<file path="src/rtl/hpm_slv_pkg.sv">
// Shared AXI encodings and FSM state type for the HPM0 register slave.
package hpm_slv_pkg;

    localparam logic [1:0] RESP_OKAY   = 2'b00;
    localparam logic [1:0] RESP_SLVERR = 2'b10;

    localparam logic [1:0] BURST_FIXED = 2'b00;
    localparam logic [1:0] BURST_INCR  = 2'b01;
    localparam logic [1:0] BURST_WRAP  = 2'b10;

    typedef enum logic [1:0] {
        IDLE,
        WDATA,
        WRESP,
        RDATA
    } state_t;

endpackage

</file>
<file path="src/rtl/hpm_slv_regfile.sv">
// REG_COUNT x DATA_W register storage: byte-strobe write, combinational read, ctrl tap.
// Define HPM_SLV_TIMESTAMP_EN to turn the top word into a read-only 64-bit cycle counter.
module hpm_slv_regfile #(
    parameter int DATA_W    = 128,
    parameter int REG_COUNT = 16,
    parameter int CTRL_W    = 8,
    localparam int IDX_W    = $clog2(REG_COUNT)
) (
    input  logic                aclk,
    input  logic                arst,
    input  logic                we,
    input  logic [IDX_W-1:0]    widx,
    input  logic [DATA_W-1:0]   wdata,
    input  logic [DATA_W/8-1:0] wstrb,
    input  logic [IDX_W-1:0]    ridx,
    output logic [DATA_W-1:0]   rdata,
    output logic [CTRL_W-1:0]   ctrl_out
);

    logic [REG_COUNT-1:0][DATA_W-1:0] regs;
    logic                             writable;

`ifdef HPM_SLV_TIMESTAMP_EN
    localparam logic [IDX_W-1:0] TS_IDX = IDX_W'(REG_COUNT - 1);
    logic [63:0] ts;

    always_ff @(posedge aclk or posedge arst) begin
        if (arst) ts <= '0;
        else      ts <= ts + 64'd1;
    end

    // Writes aimed at the timestamp word are silently discarded.
    assign writable = (widx != TS_IDX);
    assign rdata    = (ridx == TS_IDX) ? {{(DATA_W-64){1'b0}}, ts} : regs[ridx];
`else
    assign writable = 1'b1;
    assign rdata    = regs[ridx];
`endif

    always_ff @(posedge aclk or posedge arst) begin
        if (arst) begin
            regs <= '0;
        end else if (we && writable) begin
            for (int b = 0; b < DATA_W/8; b++) begin
                if (wstrb[b]) regs[widx][b*8 +: 8] <= wdata[b*8 +: 8];
            end
        end
    end

    assign ctrl_out = regs[0][CTRL_W-1:0];

endmodule

</file>
<file path="src/rtl/hpm_axi_reg_slave.sv">
// AXI4 register-bank slave for the ZynqMP HPM0 FPD port; one transaction at a time.
// Optional timestamp word via HPM_SLV_TIMESTAMP_EN (see hpm_slv_regfile).
module hpm_axi_reg_slave
    import hpm_slv_pkg::*;
#(
    parameter int ID_W      = 16,
    parameter int ADDR_W    = 40,
    parameter int DATA_W    = 128,
    parameter int REG_COUNT = 16,
    parameter int CTRL_W    = 8
) (
    input  logic                aclk,
    input  logic                arst,
    input  logic [ID_W-1:0]     awid,
    input  logic [ADDR_W-1:0]   awaddr,
    input  logic [7:0]          awlen,
    input  logic [1:0]          awburst,
    input  logic                awvalid,
    output logic                awready,
    input  logic [DATA_W-1:0]   wdata,
    input  logic [DATA_W/8-1:0] wstrb,
    input  logic                wlast,
    input  logic                wvalid,
    output logic                wready,
    output logic [ID_W-1:0]     bid,
    output logic [1:0]          bresp,
    output logic                bvalid,
    input  logic                bready,
    input  logic [ID_W-1:0]     arid,
    input  logic [ADDR_W-1:0]   araddr,
    input  logic [7:0]          arlen,
    input  logic [1:0]          arburst,
    input  logic                arvalid,
    output logic                arready,
    output logic [ID_W-1:0]     rid,
    output logic [DATA_W-1:0]   rdata,
    output logic [1:0]          rresp,
    output logic                rlast,
    output logic                rvalid,
    input  logic                rready,
    output logic [CTRL_W-1:0]   ctrl_out
);

    localparam int LSB   = $clog2(DATA_W/8);
    localparam int IDX_W = $clog2(REG_COUNT);
    localparam int WA_W  = ADDR_W - LSB;

    state_t              state;
    logic                rr_pref;
    logic                err;
    logic [ID_W-1:0]     id_q;
    logic [WA_W-1:0]     wa_q;
    logic [7:0]          len_q;
    logic [7:0]          cnt_q;
    logic [1:0]          burst_q;

    logic [IDX_W-1:0]    idx;
    logic                oor;
    logic                last_beat;
    logic                aw_hs;
    logic                ar_hs;
    logic                w_hs;
    logic                r_hs;
    logic [WA_W-1:0]     wa_next;
    logic [DATA_W-1:0]   reg_rdata;

    // Sub-word address bits only select bytes within a word, which strobes already do.
    logic                unused_addr_lsbs;
    assign unused_addr_lsbs = ^{awaddr[LSB-1:0], araddr[LSB-1:0]};

    assign idx       = wa_q[IDX_W-1:0];
    assign oor       = |wa_q[WA_W-1:IDX_W];
    assign last_beat = (cnt_q == len_q);
    assign wa_next   = (burst_q == BURST_FIXED) ? wa_q : wa_q + WA_W'(1);

    // Round-robin arbitration: rr_pref=0 favours AW, rr_pref=1 favours AR.
    assign awready = (state == IDLE) && awvalid && (!arvalid || !rr_pref);
    assign arready = (state == IDLE) && arvalid && (!awvalid || rr_pref);
    assign aw_hs   = awvalid && awready;
    assign ar_hs   = arvalid && arready;

    assign wready  = (state == WDATA);
    assign w_hs    = wvalid && wready;

    assign bvalid  = (state == WRESP);
    assign bid     = id_q;
    assign bresp   = (bvalid && err) ? RESP_SLVERR : RESP_OKAY;

    assign rvalid  = (state == RDATA);
    assign r_hs    = rvalid && rready;
    assign rid     = rvalid ? id_q : '0;
    assign rdata   = (rvalid && !oor) ? reg_rdata : '0;
    assign rresp   = (rvalid && oor) ? RESP_SLVERR : RESP_OKAY;
    assign rlast   = rvalid && last_beat;

    hpm_slv_regfile #(
        .DATA_W    (DATA_W),
        .REG_COUNT (REG_COUNT),
        .CTRL_W    (CTRL_W)
    ) u_regfile (
        .aclk     (aclk),
        .arst     (arst),
        .we       (w_hs && !oor),
        .widx     (idx),
        .wdata    (wdata),
        .wstrb    (wstrb),
        .ridx     (idx),
        .rdata    (reg_rdata),
        .ctrl_out (ctrl_out)
    );

    always_ff @(posedge aclk or posedge arst) begin
        if (arst) begin
            state   <= IDLE;
            rr_pref <= 1'b0;
            err     <= 1'b0;
            id_q    <= '0;
            wa_q    <= '0;
            len_q   <= '0;
            cnt_q   <= '0;
            burst_q <= BURST_FIXED;
        end else begin
            case (state)
                IDLE: begin
                    if (aw_hs) begin
                        id_q    <= awid;
                        wa_q    <= awaddr[ADDR_W-1:LSB];
                        len_q   <= awlen;
                        burst_q <= awburst;
                        cnt_q   <= '0;
                        rr_pref <= 1'b1;
                        state   <= WDATA;
                    end else if (ar_hs) begin
                        id_q    <= arid;
                        wa_q    <= araddr[ADDR_W-1:LSB];
                        len_q   <= arlen;
                        burst_q <= arburst;
                        cnt_q   <= '0;
                        rr_pref <= 1'b0;
                        state   <= RDATA;
                    end
                end
                WDATA: begin
                    if (w_hs) begin
                        // Burst length comes from awlen; wlast is only checked.
                        if (oor || (wlast != last_beat)) err <= 1'b1;
                        cnt_q <= cnt_q + 8'd1;
                        wa_q  <= wa_next;
                        if (last_beat) state <= WRESP;
                    end
                end
                WRESP: begin
                    if (bready) begin
                        err   <= 1'b0;
                        state <= IDLE;
                    end
                end
                RDATA: begin
                    if (r_hs) begin
                        cnt_q <= cnt_q + 8'd1;
                        wa_q  <= wa_next;
                        if (last_beat) state <= IDLE;
                    end
                end
                default: state <= IDLE;
            endcase
        end
    end

endmodule

</file>
<file path="config.mk">
export PLATFORM = sky130hd
export DESIGN_NAME = hpm_axi_reg_slave
export DESIGN_NICKNAME = d
export VERILOG_FILES = /design/src/rtl/hpm_slv_pkg.sv /design/src/rtl/hpm_slv_regfile.sv /design/src/rtl/hpm_axi_reg_slave.sv
export SDC_FILE = /design/constraint.sdc
export NUM_CORES = 2
export LEC_CHECK = 0
export ABC_AREA = 1
export CAP_MARGIN = 30
export CORE_UTILIZATION = 50
export DETAILED_ROUTE_END_ITERATION = 8
export HOLD_SLACK_MARGIN = 0.08
export PLACE_DENSITY_LB_ADDON = 0.12
export SLEW_MARGIN = 5
export SYNTH_ARGS = -nofsm -noshare
export SYNTH_HDL_FRONTEND = slang
export SYNTH_SLANG_ARGS = --single-unit
</file>
<file path="constraint.sdc">
create_clock -name aclk -period 98 [get_ports aclk]
set_input_delay 24.5 -clock aclk [delete_from_list [all_inputs] [get_ports aclk]]
set_output_delay 24.5 -clock aclk [all_outputs]
set_load 0.02 [all_outputs]
</file>
==> metrics.log <==
INFO  metric p_clk_frac = 0.319
INFO  metric power.share.sequential = 0.328
INFO  metric finalHoldViolations = 0
INFO  metric internal_power_component = around 1.7 mW
INFO  metric cts_tree = yes
INFO  metric row_count = 167
INFO  metric clockRootBuffer = clkbuf_16
INFO  metric clock_path_buffers = 3
INFO  metric slew_headroom = 0.0867
INFO  metric grt_antenna_before_repair = 37
INFO  metric globalplace.congestion = about 0.94
INFO  metric average_wire_length_per_cell_after_detail_routing = roughly 23 microns
INFO  metric drt_iter0_markers = between 10k and 15k
INFO  metric ff_latch_area = 53100 sq um
INFO  metric fill_cells = just under 20k
INFO  metric first_global_vias = approximately 95k
INFO  metric antenna_violating_nets_post_route = 0
INFO  metric total_number_of_h_tree_levels = 4
INFO  metric dr.pass1.iters = 6
INFO  metric min_period_over_period = 0.518
INFO  metric finalWorstSetupSlack = about 47 ns
INFO  metric multi_input_logic_area = about 47000 sq um
INFO  metric crit_end_element = output pin
INFO  metric worst_pin_slew = roughly 1.4 ns
INFO  metric post_drt_via_cell_ratio = around 6
INFO  metric preCtsSetupSlack = between 40 and 50 ns
INFO  metric synthesis.area_per_instance = 7.55 sq um
INFO  metric simple_logic_cell_fraction_of_the_synthesized_area = 0.352
INFO  metric yosys.area_share.adder = 0.000596
INFO  metric net_switching_power = 1.12 mW
INFO  metric yosys_warnings = 0
INFO  metric cts_sinks = about 2.1k
INFO  metric timing.critical_path.from_type = input port
INFO  metric syn_inst = between 10k and 15k
INFO  metric finClkSkew = about 0.032 ns
INFO  metric clk_pin_slew_worst_paths = around 0.060 ns
INFO  metric sw_frac_of_total = 0.401
INFO  metric synth_top_family_by_area = simple AND/OR/NAND/NOR gates
INFO  metric xor_xnor_share_of_the_synthesized_area = 0.000667
INFO  metric hold_buffers = 0
INFO  metric floorplan.core_area = approximately 210000 sq um
INFO  metric detailroute.via_count = roughly 100k
INFO  metric totalPowerFinal = roughly 2.8 mW
INFO  metric grt_pass1_wl = 576000 microns
INFO  metric hold_class = register to register
INFO  metric synth_async_sr_flop_share = 1.00
INFO  metric routed_wirelength = ~380000 microns
INFO  metric remaining_drc_errors = 0
INFO  metric nets = 14.0k
INFO  metric report.final.slew_viol_count = 0
INFO  metric synth_top_flop_cell = dfrtp_1
INFO  metric combinationalPowerShare = 0.353
INFO  metric peakVddDrop = roughly 0.037 mV
INFO  metric yosys_register_bits = 2122
INFO  metric period_needed = a little over 50 ns
INFO  metric grt_setup_unrepaired = false
INFO  metric port_buffers = 451
INFO  metric worstSkewPairLatency = about 0.89 ns
INFO  metric die_height = 460 microns
INFO  metric crit_path_max_fanout = 28
INFO  metric fin_tns_setup = 0 ns
INFO  metric area_delta_synth_final = 13.0%
INFO  metric start_util = 0.505
INFO  metric worstPathRequired = 73.50 ns
INFO  metric power_density = 23.5 nW/um^2
INFO  metric max_cap_violations = 0
INFO  metric die_area = about 210000 sq um
INFO  metric drive_above_1_share = 0.0448
INFO  metric seq_area_frac_synth = 0.505
INFO  metric cts_inserted_buffers = approximately 230
INFO  metric timing_limited_maximum_frequency = 19.7 MHz
INFO  metric timing.setup.critical_path_class = input port to output pin
INFO  metric ys_types = 37
INFO  metric synth_edf_count = 0
INFO  metric post_cts_resize_count = 0
INFO  metric muxShareOfSynthArea = 0
INFO  metric count_of_final_setup_violators = 0
INFO  metric gr_util_all_layers = 0.351
INFO  metric die_width = 460 microns
INFO  metric maximum_number_of_pins_on_one_net_before_global_route_repair = about 230
INFO  metric detailed_place_hpwl = roughly 230000 microns
INFO  metric post_synthesis_compound_gate_area_fraction = 0.0950
INFO  metric post_synth_instance_area = 105000 sq um
INFO  metric grt-ovfl-total = 0
INFO  metric cp_data_arrival_time = ~26 ns
INFO  metric status = complete, no violations
INFO  metric power.static_leakage = just over 60 nW
INFO  metric io-pin-count = between 400 and 500
INFO  metric cts.repair_timing.setup_buffer_count = 0
==> stage by stage <==
| step | util | hold WS, ns | area (sq um) | cells |
|---|---|---|---|---|
| global route | 0.571 | 0.481 | 119000 | 16700 |
| detailed placement | 0.532 | 0.455 | 111000 | 16300 |
| CTS | 0.569 | 0.470 | 118000 | 16700 |
| floorplan | - | 0.437 | 105000 | 13900 |
| finish | 0.571 | 0.469 | 119000 | 16700 |
| global placement | 0.530 | 0.451 | 110000 | 16200 |
==> flip-flops by register name (all words and copies together), names as in the netlist, 2 cells and up <==
register,flops
cnt_q,8
wa_q,36
state,2
len_q,8
u_regfile.ctrl_out,8
u_regfile.regs,2040
bid,16
burst_q,2
==> kinds of logic (layout without fill, tap and decap cells) <==
kind of cell | after synthesis | after routing
AO/OA/AOI/OAI | 1562 | 1562
flip-flops | 2122 | 2122
AND/OR/NAND/NOR | 9017 | 9017
buffers and inverters | 1198 | 1177
other | 1 | 27
adder cells (fa/ha/maj) | 5 | 5
XOR/XNOR | 8 | 8
==> worst max-delay path, cell delays in order <==
cell	delay [ns]
clkdlybuf4s50_1	0.49
nand2_1	0.11
nand3_1	0.08
inv_2	0.39
clkdlybuf4s50_1	0.70
==> cell type report <==
class,count,area share
Tap cell,2788,0.0294
Inverter,135,0.00456
Clock buffer,344,0.0571
Multi-Input combinational cell,10600,0.398
Antenna cell,25,0.000527
Sequential cell,2122,0.447
Clock inverter,69,0.00748
Timing Repair Buffer,629,0.0553
==> power by group through the flow <==
stage / Combinational [mW] / Sequential [mW] / Clock, mW
2_1_floorplan: 0.584 / 0.926 / 0
3_3_place_gp: 0.940 / 0.930 / 0
3_5_place_dp: 0.951 / 0.931 / 0
4_1_cts: 0.955 / 0.915 / 0.900
5_1_grt: 1.03 / 0.918 / 0.935
6_report: 0.985 / 0.916 / 0.890
==> metal layers <==
metal | vias up | routed length, microns | track usage | part of all wire
met5 | - | 167 | 0 | 0.00044
met4 | 24 | 17700 | 0.166 | 0.047
met3 | 839 | 35100 | 0.0686 | 0.093
met2 | 5007 | 171000 | 0.538 | 0.45
met1 | 48900 | 153000 | 0.477 | 0.41
li1 | 45300 | - | - | -
==> Yosys cell counts (4+ instances only) <==
cell      count  area, sq um
nor2_1      468         1760
ha_1          5         62.6
a22o_1      377         3300
o211ai_1      4         30.0
a32o_1      129         1290
nand4_1     139          870
a21oi_1     953         4770
inv_2        18         67.6
nand3_1    2116        10600
nor2_2       36          225
clkbuf_1    762         2860
nand2_1    6244        23400
xor2_1        5         43.8
buf_4        23          173
a22oi_1      10         75.1
dfrtp_1    2122        53100
nor3_1        7         35.0
buf_1        60          225
o21ai_0      49          245
inv_1       114          428
a41oi_1       5         43.8
o22ai_1      26          163
buf_2       217         1090
==> cell usage in the layout (no fill, tap or decap), drive strengths merged <==
cell,netlist,routed
a21oi,953,953
a221oi,1,1
a22o,377,377
a22oi,10,10
a31oi,3,3
a32o,129,129
a41oi,5,5
and2,1,1
buf,301,177
bufinv,0,18
clkbuf,762,345
clkdlybuf4s50,0,451
clkinv,3,42
clkinvlp,0,3
conb,1,2
dfrtp,2122,2122
diode,0,25
ha,5,5
inv,132,141
nand2,6245,6245
nand3,2116,2116
nand3b,2,2
nand4,139,139
nor2,506,506
nor3,7,7
o211ai,4,4
o21a,1,1
o21ai,49,49
o21bai,2,2
o22ai,26,26
o31ai,2,2
or2,1,1
xnor2,3,3
xor2,5,5
==> final timing paths <==
kind / start / to / slack (ns) / cells past startpoint
worst max-delay path: awvalid / arready / 47.21 / 5
worst min-delay path: u_regfile.regs[1752] / u_regfile.regs[1752] / 0.47 / 2
worst max register to register: state[0] / u_regfile.regs[1819] / 92.30 / 10
worst min register to register: u_regfile.regs[1752] / u_regfile.regs[1752] / 0.47 / 2
max in group asynchronous: arst / u_regfile.regs[1744] / 69.74 / 7
min in group asynchronous: arst / u_regfile.ctrl_out[1] / 24.14 / 2
Note: power is estimated with default switching activity, not from simulation.
